==> config.mk <==
export PLATFORM = sky130hd
export DESIGN_NAME = midi_note_decoder
export DESIGN_NICKNAME = d
export VERILOG_FILES = /design/src/rtl/midi_note_decoder.sv
export SDC_FILE = /design/constraint.sdc
export NUM_CORES = 1
export LEC_CHECK = 0
export BUFFER_PORTS_ARGS = -buffer_cell sky130_fd_sc_hd__buf_2
export CORE_ASPECT_RATIO = 2
export CORE_MARGIN = 2
export CORE_UTILIZATION = 44
export CTS_BUF_LIST = sky130_fd_sc_hd__clkbuf_4
export CTS_CLUSTER_SIZE = 20
export DETAILED_ROUTE_END_ITERATION = 10
export GPL_TIMING_DRIVEN = 0
export HOLD_SLACK_MARGIN = 0.1
export PLACE_DENSITY = 0.71
export SYNTH_ARGS = -nofsm -noshare
export SYNTH_HDL_FRONTEND = slang
export SYNTH_SLANG_ARGS = --single-unit
==> constraint.sdc <==
create_clock -name clk -period 2.2 [get_ports clk]
set_input_delay 0.11 -clock clk [delete_from_list [all_inputs] [get_ports clk]]
set_output_delay 0.11 -clock clk [all_outputs]
set_load 0.005 [all_outputs]
==> src/rtl/midi_note_decoder.sv <==
// MIDI channel-voice parser for a single voice: decodes note-on/off on CHANNEL into note/velocity/gate and one-cycle pulses.
// Define RUNNING_STATUS_EN to accept data bytes under running status after a completed message.
module midi_note_decoder #(
  parameter logic [3:0] CHANNEL = 4'd0
) (
  input  logic       clk,
  input  logic       rst_n,
  input  logic       rx_valid,
  input  logic [7:0] rx_data,
  output logic       new_note_pulse,
  output logic       release_note_pulse,
  output logic [6:0] note,
  output logic [6:0] velocity,
  output logic       gate
);

  typedef enum logic [1:0] {
    IDLE,
    WAIT_KEY,
    WAIT_VEL
  } state_t;

  state_t     state, state_d;
  logic       kind_on, kind_on_d;
  logic [6:0] key, key_d;
  logic [6:0] note_d, velocity_d;
  logic       gate_d, new_d, rel_d;
`ifdef RUNNING_STATUS_EN
  logic       rs_valid, rs_valid_d;
`endif

  logic is_realtime, is_status, is_ours;
  assign is_realtime = rx_valid && (rx_data >= 8'hF8);
  assign is_status   = rx_data[7];
  assign is_ours     = (rx_data[7:5] == 3'b100) && (rx_data[3:0] == CHANNEL);

  always_comb begin
    state_d    = state;
    kind_on_d  = kind_on;
    key_d      = key;
    note_d     = note;
    velocity_d = velocity;
    gate_d     = gate;
    new_d      = 1'b0;
    rel_d      = 1'b0;
`ifdef RUNNING_STATUS_EN
    rs_valid_d = rs_valid;
`endif
    if (rx_valid && !is_realtime) begin
      if (is_status) begin
        if (is_ours) begin
          kind_on_d = rx_data[4];
          state_d   = WAIT_KEY;
`ifdef RUNNING_STATUS_EN
          rs_valid_d = 1'b1;
`endif
        end else begin
          state_d = IDLE;
`ifdef RUNNING_STATUS_EN
          rs_valid_d = 1'b0;
`endif
        end
      end else begin
        case (state)
          IDLE: begin
`ifdef RUNNING_STATUS_EN
            if (rs_valid) begin
              key_d   = rx_data[6:0];
              state_d = WAIT_VEL;
            end
`endif
          end
          WAIT_KEY: begin
            key_d   = rx_data[6:0];
            state_d = WAIT_VEL;
          end
          WAIT_VEL: begin
            // Note-on with velocity 0 is treated exactly like note-off.
            if (kind_on && (rx_data[6:0] != 7'd0)) begin
              note_d     = key;
              velocity_d = rx_data[6:0];
              gate_d     = 1'b1;
              new_d      = 1'b1;
            end else if (gate && (key == note)) begin
              gate_d = 1'b0;
              rel_d  = 1'b1;
            end
`ifdef RUNNING_STATUS_EN
            state_d = WAIT_KEY;
`else
            state_d = IDLE;
`endif
          end
          default: state_d = IDLE;
        endcase
      end
    end
  end

  always_ff @(posedge clk or negedge rst_n) begin
    if (!rst_n) begin
      state              <= IDLE;
      kind_on            <= 1'b0;
      key                <= '0;
      note               <= '0;
      velocity           <= '0;
      gate               <= 1'b0;
      new_note_pulse     <= 1'b0;
      release_note_pulse <= 1'b0;
`ifdef RUNNING_STATUS_EN
      rs_valid           <= 1'b0;
`endif
    end else begin
      state              <= state_d;
      kind_on            <= kind_on_d;
      key                <= key_d;
      note               <= note_d;
      velocity           <= velocity_d;
      gate               <= gate_d;
      new_note_pulse     <= new_d;
      release_note_pulse <= rel_d;
`ifdef RUNNING_STATUS_EN
      rs_valid           <= rs_valid_d;
`endif
    end
  end

endmodule

After elaboration in Yosys (flattened, before gate mapping)

Index checks and enable logic that the tools add are counted.

Magnitude comparators: 1
Eq/ne operators: 5
Muxes and demuxes: 14
Bitwise operators: 1
Reductions and logical operators: 15

Operator list:

| kind                 | number |
|---|---|
| $mux W1              | 12 |
| $ge A8 B8 Y1 const B | 1 |
| $reduce_and A4 Y1    | 2 |
| $eq A7 B7 Y1         | 1 |
| $reduce_bool A7 Y1   | 1 |
| $reduce_and A3 Y1    | 2 |
| $logic_and A1 B1 Y1  | 5 |
| $logic_not A4 Y1     | 1 |
| $pmux W2 S2          | 1 |
| $eq A3 B3 Y1 const B | 1 |
| $eq A2 B1 Y1 const B | 1 |
| $eq A2 B2 Y1 const B | 1 |
| $logic_not A2 Y1     | 1 |
| $mux W2              | 1 |
| $ne A2 B2 Y1 const B | 1 |
| $reduce_and A2 Y1    | 1 |
| $reduce_bool A2 Y1   | 1 |
| $logic_not A1 Y1     | 1 |
| $not A1 Y1           | 1 |

Bits in registers: 27
Word-level logic and storage cells: 44

Longest topological paths before layout

Gate-level depths: netlist of run 1.

Word-level depth: 7
Depth in mapped cells: 6

Least setup slack after synthesis of run 1

Ideal clock, no wire load.

Path type: input -> register
Start: input rx_data[1]
End: register note[0]
Arrival time: 1.513 ns
Required time: 2.075 ns
Slack: 0.562 ns
Stages on the path: 6
Cells stage by stage: or4_4 -> o31ai_1 -> or2_1 -> buf_6 -> buf_12 -> mux2_4

Word-level cells in the longest chain between the ends: 5

RTL lines:

| element                       | RTL line | text |
|---|---|---|
| from (decl)                   | 9        | `input logic [7:0] rx_data,` |
| $ge A8 B8 Y1                  | 33       | `assign is_realtime = rx_valid && (rx_data >= 8'hF8);` |
| $logic_and A1 B1 Y1           | 33       |  |
| $logic_not A1 Y1              | 49       | `if (rx_valid && !is_realtime) begin` |
| $logic_and A1 B1 Y1           | 49       |  |
| $reduce_and A4 Y1 (no line) * | -        |  |
| to (signal assigned)          | 117      | `note <= note_d;` |
| to (decl)                     | 12       | `output logic [6:0] note,` |

Mark *: on every way between the ends. The rest lies on a longest branch, timed or not.
A chain may end at the register's enable or synchronous reset.

Worst setup path after layout of run 1

Start: input rx_data[1]
End: register velocity[4]

Word-level cells in the longest chain between the ends: 5

RTL lines:

| element                       | RTL line | text |
|---|---|---|
| $ge A8 B8 Y1                  | 33       |  |
| $logic_and A1 B1 Y1           | 33       |  |
| $logic_not A1 Y1              | 49       |  |
| $logic_and A1 B1 Y1           | 49       |  |
| $reduce_and A4 Y1 (no line) * | -        |  |
| to (signal assigned)          | 118      | `velocity <= velocity_d;` |
| to (decl)                     | 13       | `output logic [6:0] velocity,` |

Marked as above.

==> metrics.txt, run 1 <==
status=complete, no violations; Max Slew Vio Count=0; placer's final routability congestion estimate=around 0.77; leakage=0.808 nW; DR vias=around 740; Net Count, Synth=90; Port-buffer cells=27; most common flop cell mapped by yosys=dfrtp_1; Sw Share=roughly 22%; fillers=214; post-synthesis cell area=~1200 sq um; Via density=just over 5; H-tree levels=1; # IOs=28; most frequent cells in the layout=dfrtp_1 (27), buf_2 (27), mux2_2 (14); Layout Skew=slightly above 0.007 ns; CTS buffer count=3; maximum clock rate=roughly 470 MHz; largest net degree at the start of global routing=28; Arr. time, crit path=between 2 and 2.5 ns; clk_lat worst skew=0.31 ns; Setup Buffers After CTS=0; clk sinks=27; antenna viol nets, final=0; DR iter-0 viols=12; post-DP HPWL=1600 um; Area after DPL=1350 sq um; clock share of power=about a quarter; Flop pwr share=between 60% and 70%; Die W=between 40 and 50 um; Tot Pwr=around 0.80 mW; Warnings, synthesis=0; die extent in y=roughly 77 um; Reg clk slew, reported paths=~0.13 ns; number of distinct library cells after synthesis=20; WP data required=roughly 2.4 ns; Die Area=3130 sq um; core area=~2500 sq um; Mapped Cells=79; initial antenna violation count=0; period utilization=a little over nine tenths; Worst VDD drop=between 0.4 and 0.5 mV; final hold slack=around 0.21 ns; number of synthesized register bits=27; count of final setup violators=0; gr ovfl total=0; final hold vios=0; Residual DRC=0; power per cell area=548 nW/um^2; Period minus WS final=between 2 and 2.5 ns; Mean Syn Cell Area=~15 sq um; via count of the first global-routing pass=798; Starting Density=between 40% and 50%; layout cells sized above 1=between 50% and 60%; DR pass1 iterations=4; Combinational Power Share=9.1%; final setup margin=between 0.09 and 0.1 ns; WL per Instance=~14 um; CTS tree=built; Worst Setup Path Type=primary input to register; Max Fanout on Critical Path=10; Post-synth ARST share=100%; Power Internal=0.619 mW; Seq/Total Area, Yosys=about 57%; Post-synth EDFFs=0; global-route usage over all layers=15.7%; final WL=between 2000 and 2500 um; ANT cells=0; Layout Area Growth over Synthesis=23.6%; non-filler cells, final=between 100 and 150; RSZ-0062 raised after global routing=false; final net count=130; clk root buf=clkbuf_4; max cap viols=0; net switching power=around 0.18 mW; worst-margin pin slew=around 0.94 ns; Layout Utilization=a little under three fifths; relative slew slack=a little under two fifths; TNS Setup=0 ns; Post-Place Cells=134; dpl ws=around 0.32 ns; Tightest Hold Check Type=primary input to register; crit start category=primary input; cell row count=26; clk buf depth=2; Setup crit end kind=register; first-pass GRT wire length=approximately 3500 um; design area=between 1000 and 1500 sq um
==> registers in the layout, summed over array words and instances (netlist names) <==
register            count
release_note_pulse      1
note                    7
gate                    1
key                     7
kind_on                 1
state                   2
new_note_pulse          1
velocity                7
==> cell families (layout without fill, tap and decap cells) <==
logic type	Yosys count	after routing	synth area share, %
AO/OA/AOI/OAI	5	5	2.76
XOR/XNOR	7	7	5.21
buffers and inverters	6	45	3.93
flip-flops	27	27	57.4
multiplexers	22	22	23.6
AND/OR/NAND/NOR	12	12	7.12
==> worst max-delay path, cell delays in order <==
cell	delay, ns
dlygate4sd3_1	0.53
buf_2	0.14
or4_4	0.55
o31ai_1	0.24
or2_1	0.16
buf_6	0.14
buf_12	0.14
mux2_4	0.30
==> power groups by stage <==
stage | Sequential, mW | Combinational [mW] | Clock (mW)
global placement | 0.532 | 0.0614 | 0
floorplan | 0.531 | 0.0314 | 0
CTS | 0.524 | 0.0745 | 0.212
detailed placement | 0.534 | 0.0635 | 0
global route | 0.527 | 0.0809 | 0.236
finish | 0.524 | 0.0727 | 0.201
==> cell usage after synthesis, types with 2 or more instances <==
master | n | area (sq um)
o21ai_0 | 2 | 10.0
a21o_1 | 2 | 15.0
mux2_4 | 8 | 120
mux2_2 | 14 | 158
xnor2_1 | 6 | 52.6
dfrtp_1 | 27 | 676
inv_1 | 4 | 15.0
nor4_1 | 2 | 12.5
nand2_1 | 2 | 7.51
nand4_1 | 2 | 12.5
==> final timing paths <==
path | start | endpoint | slack (ns) | cells after the start
worst min-delay path | rx_valid | state[1] | 0.21 | 3
max in group asynchronous | rst_n | key[6] | 1.51 | 2
min in group asynchronous | rst_n | release_note_pulse | 0.31 | 2
worst max register to register | state[1] | key[4] | 0.44 | 2
worst min register to register | state[0] | state[0] | 0.50 | 1
worst max-delay path | rx_data[1] | velocity[4] | 0.09 | 8
==> routing by layer <==
layer	global-route usage [%]	vias to the layer above	part of all wire, %
met5	0	-	0
met4	7.00	0	1.2
met3	1.73	2	3.5
met2	26.8	20	56
met1	17.7	363	39
li1	-	352	-
==> timing repair <==
item | in CTS | in global routing
hold buffers | 8 | 0
endpoints found under the hold margin | 42 | 0
resized for setup | 0 | 0
==> cell type report <==
cell class,instances,area [sq um],area share [%]
multi-input cells,46,455,31.3
clock buffers,3,22.5,1.55
well taps,28,35.0,2.41
plain buffers,2,31.3,2.15
clock inverters,1,5.00,0.344
inverters,4,15.0,1.03
flip-flops and latches,27,676,46.4
repair buffers,35,215,14.8
Note: power is estimated with default switching activity, not from simulation.
==> run 2, diff against run 1 <==
--- a/config.mk
+++ b/config.mk
@@ -14,7 +14,7 @@
 export DETAILED_ROUTE_END_ITERATION = 10
 export GPL_TIMING_DRIVEN = 0
 export HOLD_SLACK_MARGIN = 0.1
-export PLACE_DENSITY = 0.71
+export PLACE_DENSITY = 0.73
 export SYNTH_ARGS = -nofsm -noshare
 export SYNTH_HDL_FRONTEND = slang
 export SYNTH_SLANG_ARGS = --single-unit
==> constraint.sdc (replaced) <==
create_clock -name clk -period 1.83 [get_ports clk]
set_input_delay 0.0915 -clock clk [delete_from_list [all_inputs] [get_ports clk]]
set_output_delay 0.0915 -clock clk [all_outputs]
set_load 0.005 [all_outputs]
==> run 2 against run 1 <==
  * Sequential power grew 20%
  * Largest cell class unchanged
  * Largest power group unchanged
  * Worst setup slack improved by 0.10 ns
  * Combinational power increased by 23%
  * Utilization rose by 0.35 points
  * Power increased by 21%
==> metrics.txt, run 2 (synthesized netlist as in run 1, its figures left out) <==
Reg area=676 sq um (unchanged); Tightest Hold Check Type=primary input to register; CP Cell Sequence=dlygate4sd3_1 > buf_2 > o31ai_1 > or2_1 > buf_6 > buf_12 > mux2_4; WP data required=2.04 ns (-0.36 ns); cell row count=26 (unchanged); Setup crit end kind=register; Die Area=3130 sq um (unchanged); family with the most delay on the worst path=buffers and inverters; gr ovfl total=0 (unchanged); antenna viol nets, final=0 (unchanged); Worst VDD drop=0.456 mV (+8.4%); ANT cells=0 (unchanged); Layout Utilization=57.7% (+0.35 points); worst-margin pin slew=0.584 ns (-0.351 ns); final setup margin=0.198 ns (+0.104 ns); placer's final routability congestion estimate=0.782 (+1.0%); fillers=226 (+5.6%); period utilization=between 80% and 90%; RSZ-0062 raised after global routing=false; Port-buffer cells=27 (unchanged); Top Registers=key: 7 flops, note: 7 flops, velocity: 7 flops; most frequent cells in the layout=dfrtp_1 (27), buf_2 (27), mux2_2 (14); final hold vios=0 (unchanged); leakage=0.812 nW (+0.46%); maximum clock rate=613 MHz; Setup Buffers After CTS=0 (unchanged); relative slew slack=60.9% (+23 points); crit start category=primary input; multi-input logic area=464 sq um (+1.9%); H-tree levels=1 (unchanged); Layout Skew=0.00668 ns (-0.000381 ns); clk buf depth=2 (unchanged); worst path buffer plus inverter count=4 (unchanged); layout cells sized above 1=50.0% (unchanged); core area=2540 sq um (unchanged); DR pass1 iterations=4 (unchanged); WL per Instance=14.8 um (+4.2%); clk sinks=27 (unchanged); count of final setup violators=0 (unchanged); die extent in y=77.2 um (unchanged); max cap viols=0 (unchanged); DR vias=747 (+1.4%); Starting Density=46.4% (unchanged); largest net degree at the start of global routing=28 (unchanged); status=complete, no violations; CTS tree=built; power per cell area=661 nW/um^2 (+21%); Die W=40.6 um (unchanged); design area=1460 sq um (+0.60%); clk root buf=clkbuf_4; Worst Setup Path Type=primary input to register; Residual DRC=0 (unchanged); Layout Area Growth over Synthesis=24.3%; dpl ws=-0.0853 ns (-0.401 ns); global-route usage over all layers=16.3% (+0.60 points); final net count=130 (unchanged); Period minus WS final=~1.6 ns; Max Fanout on Critical Path=10 (unchanged); Area after DPL=1350 sq um (unchanged); Arr. time, crit path=1.84 ns (-0.47 ns); Reg clk slew, reported paths=0.13 ns (about the same); critical path's largest stage delay=0.53 ns (-0.02 ns); clk_lat worst skew=0.31 ns (about the same); # IOs=28 (unchanged); Max Slew Vio Count=0 (unchanged); DR iter-0 viols=5 (-7); first-pass GRT wire length=3550 um (+2.8%); via count of the first global-routing pass=785 (-1.6%); final WL=2150 um (+4.2%); initial antenna violation count=0 (unchanged); critical path's slowest cell=dlygate4sd3_1; CTS buffer count=3 (unchanged); Via density=5.12 (+1.4%); post-DP HPWL=1630 um (+1.9%)
==> run 2: cell count changes in the layout (fill, tap and decap cells not counted) <==
cell / change
nor4b_2: -1
nor4b_4: +1
==> run 2: metrics by stage <==
| stage | hold slack (ns) | std cells | power (mW) | setup TNS, ns |
|---|---|---|---|---|
| after global placement | 0.118 | 134 | 0.713 | -0.235 |
| after CTS | 0.175 | 146 | 0.982 | 0 |
| after global routing | 0.170 | 146 | 1.01 | 0 |
| after detailed placement | 0.124 | 134 | 0.719 | -0.603 |
| after floorplan | -0.204 | 79 | 0.676 | 0 |
| final | 0.162 | 146 | 0.967 | 0 |
==> run 2: power by group <==
| group | total, mW | switching [mW] | internal, mW |
|---|---|---|---|
| combinational | 0.0891 | 0.0410 | 0.0481 |
| clock | 0.248 | 0.166 | 0.0817 |
| sequential | 0.630 | 0.0159 | 0.615 |
==> run 2: path summary, 6_finish.rpt <==
check                      slack [ns]        to       start  cells after the start
min reg2reg                      0.50  state[0]    state[0]                      1
max in group asynchronous        1.16    key[6]       rst_n                      2
max                              0.20   note[4]  rx_data[4]                      7
max reg2reg                      0.23   note[4]    state[0]                      6
min in group asynchronous        0.29   note[5]       rst_n                      2
min                              0.16  state[1]  rx_data[7]                      3
==> run 2: tightest hold or removal path: cells and delay by family <==
family | cells | cell delay [ns]
buffers and inverters | 1 | 0.12
AO/OA/AOI/OAI | 1 | 0.15
AND/OR/NAND/NOR | 1 | 0.08
==> run 2: what timing repair did <==
item | 4_1_cts | 5_1_grt
gates resized for setup | 0 | 1
hold endpoints to repair | 42 | 0
hold buffers | 8 | 0
endpoints found under the setup margin | 0 | 7
==> run 2: layout make-up <==
type                            count  share of cell area [%]
Sequential cell                    27                    46.2
Multi-Input combinational cell     46                    31.7
Timing Repair Buffer               35                    14.7
Tap cell                           28                    2.39
Buffer                              2                    2.14
Clock buffer                        3                    1.54
Inverter                            4                    1.03
Clock inverter                      1                   0.342
==> run 2: layer usage <==
metal	wire, um	up-vias	GRT usage (%)
met5	0	-	0
met4	0	0	7.00
met3	56	0	2.60
met2	1270	17	26.7
met1	824	375	19.4
li1	-	355	-
==> run 3, diff against run 2 <==
==> config.mk (replaced) <==
export PLATFORM = sky130hd
export DESIGN_NAME = midi_note_decoder
export DESIGN_NICKNAME = d
export VERILOG_FILES = /design/src/rtl/midi_note_decoder.sv
export SDC_FILE = /design/constraint.sdc
export NUM_CORES = 1
export LEC_CHECK = 0
export CORE_ASPECT_RATIO = 2
export CORE_MARGIN = 2
export CORE_UTILIZATION = 44
export CTS_BUF_LIST = sky130_fd_sc_hd__clkbuf_4
export CTS_CLUSTER_SIZE = 20
export DETAILED_ROUTE_END_ITERATION = 10
export DONT_BUFFER_PORTS = 1
export GPL_TIMING_DRIVEN = 0
export HOLD_SLACK_MARGIN = 0.1
export PLACE_DENSITY = 0.64
export SYNTH_ARGS = -nofsm -noshare
export SYNTH_HDL_FRONTEND = slang
export SYNTH_SLANG_ARGS = --single-unit
==> run 3 against run 2 <==
  * Combinational power is 7.2% lower
  * Global-route usage is 0.29 points lower
  * Largest power group unchanged
  * Non-clock buffer count is 23 lower
  * Sequential share of layout area is 2.7 points higher
  * Largest cell class unchanged
  * Power is 0.15% higher
  * Clock skew is 0.0040 ns higher
  * Worst setup slack worse by 0.095 ns
==> metrics.txt, run 3 (synthesized netlist as in run 1, its figures left out) <==
final WL=2080 um (-3.3%); Period minus WS final=1.73 ns (+0.0948 ns); final hold vios=0 (unchanged); WP data required=2.05 ns (about the same); # IOs=28 (unchanged); most frequent cells in the layout=dfrtp_1 (27), mux2_2 (14), dlygate4sd3_1 (11); met1 usage=18.6% (-0.86 points); final setup margin=0.103 ns (-0.0948 ns); DR vias=684 (-8.4%); Tightest Hold Check Type=primary input to register; family with the most delay on the worst path=buffers and inverters; CTS tree=built; critical path's largest stage delay=0.57 ns (+0.04 ns); status=complete, no violations; Top Registers=key: 7 flops, note: 7 flops, velocity: 7 flops; DR pass1 iterations=3 (-1); layout cells sized above 1=35.8% (-14 points); gr ovfl total=0 (unchanged); relative slew slack=60.6% (-0.25 points); Residual DRC=0 (unchanged); worst path buffer plus inverter count=3 (-1); placer's final routability congestion estimate=0.788 (+0.75%); Max Slew Vio Count=0 (unchanged); Die Area=3130 sq um (unchanged); grt met2 use=25.7% (-0.95 points); power per cell area=700 nW/um^2 (+5.9%); gr busiest metal=met2; Worst VDD drop=0.542 mV (+19%); die extent in y=77.2 um (unchanged); leakage=0.701 nW (-14%); Die W=40.6 um (unchanged); DR iter-0 viols=10 (+5); Reg clk slew, reported paths=0.13 ns (about the same); fillers=224 (-0.88%); initial antenna violation count=0 (unchanged); clk buf depth=2 (unchanged); final net count=107 (-18%); Layout Utilization=54.5% (-3.2 points); max cap viols=0 (unchanged); maximum clock rate=579 MHz (-5.5%); Layout Area Growth over Synthesis=17.5%; clk_lat worst skew=0.33 ns (+0.02 ns); Setup crit end kind=register; critical path's slowest cell=dlygate4sd3_1; Worst Setup Path Type=primary input to register; antenna viol nets, final=0 (unchanged); global-route usage over all layers=16.0% (-0.29 points); GR Util met3=3.18% (+0.58 points); first-pass GRT wire length=3450 um (-2.9%); Layout Skew=0.0106 ns (+0.00395 ns); largest net degree at the start of global routing=28 (unchanged); clk sinks=27 (unchanged); crit start category=primary input; worst-margin pin slew=0.588 ns (+0.00371 ns); clk root buf=clkbuf_4; CP Cell Sequence=dlygate4sd3_1 > or2_2 > o31ai_2 > or2_1 > buf_6 > buf_12 > mux2_4; ANT cells=0 (unchanged); Tot Pwr=0.969 mW (+0.15%); H-tree levels=1 (unchanged); dpl ws=0.0769 ns (+0.162 ns); post-DP HPWL=1500 um (-8.0%); Port-buffer cells=0 (-100%); Arr. time, crit path=1.95 ns (+0.11 ns); CTS buffer count=3 (unchanged); count of final setup violators=0 (unchanged); Max Fanout on Critical Path=10 (unchanged); WL per Instance=16.9 um (+15%); RSZ-0062 raised after global routing=false; Via density=5.56 (+8.7%); via count of the first global-routing pass=719 (-8.4%); Starting Density=46.4% (unchanged); period utilization=94.4% (+5.2 points); cell row count=26 (unchanged); commonest non-fill, non-tap cell in the layout=dfrtp_1; core area=2540 sq um (unchanged); TNS Setup=0 ns (unchanged)
-- run 3: cell count changes in the layout (fill, tap and decap cells not counted), sizes merged --
cell,change
buf,-26
dlygate4sd3,+3
-- run 3: final timing paths --
path / startpoint / endpoint / slack, ns / cells after the start
max in group asynchronous: rst_n / note[6] / 1.50 / 2
hold reg to reg: state[0] / state[0] / 0.50 / 1
min in group asynchronous: rst_n / key[3] / 0.18 / 2
setup / recovery: rx_data[5] / velocity[4] / 0.10 / 7
hold / removal: rx_valid / state[1] / 0.10 / 2
setup reg to reg: state[0] / velocity[4] / 0.24 / 6
-- run 3: layout make-up --
type | instances | area (sq um) | area share, %
clock buffers | 3 | 22.5 | 1.63
multi-input cells | 46 | 469 | 33.9
plain buffers | 2 | 31.3 | 2.26
clock inverters | 1 | 5.00 | 0.362
inverters | 4 | 15.0 | 1.08
well taps | 28 | 35.0 | 2.53
flip-flops and latches | 27 | 676 | 48.8
repair buffers | 12 | 130 | 9.40
-- run 3: power by group --
| part | total (mW) | switching [mW] | internal (mW) |
|---|---|---|---|
| registers | 0.630 | 0.0156 | 0.615 |
| clock network | 0.256 | 0.174 | 0.0820 |
| logic | 0.0827 | 0.0348 | 0.0479 |
| total | 0.969 | 0.224 | 0.745 |
-- run 3: per-stage QoR --
| step | hold slack (ns) | area (sq um) | std cells |
|---|---|---|---|
| global route | 0.112 | 1380 | 123 |
| global placement | -0.203 | 1210 | 107 |
| finish | 0.102 | 1380 | 123 |
| detailed placement | -0.203 | 1210 | 107 |
| CTS | 0.146 | 1370 | 123 |
| floorplan | -0.204 | 1180 | 79 |
-- run 3: metal layers --
metal	vias up	wire (um)
met5	-	0
met4	0	32
met3	4	98
met2	20	1180
met1	347	767
li1	313	-
-- run 3: repair_timing --
action	4_1_cts	5_1_grt
gates resized for setup	0	2
setup buffers	0	0
hold endpoints to repair	46	0
hold buffers	12	0
setup endpoints to repair	0	15
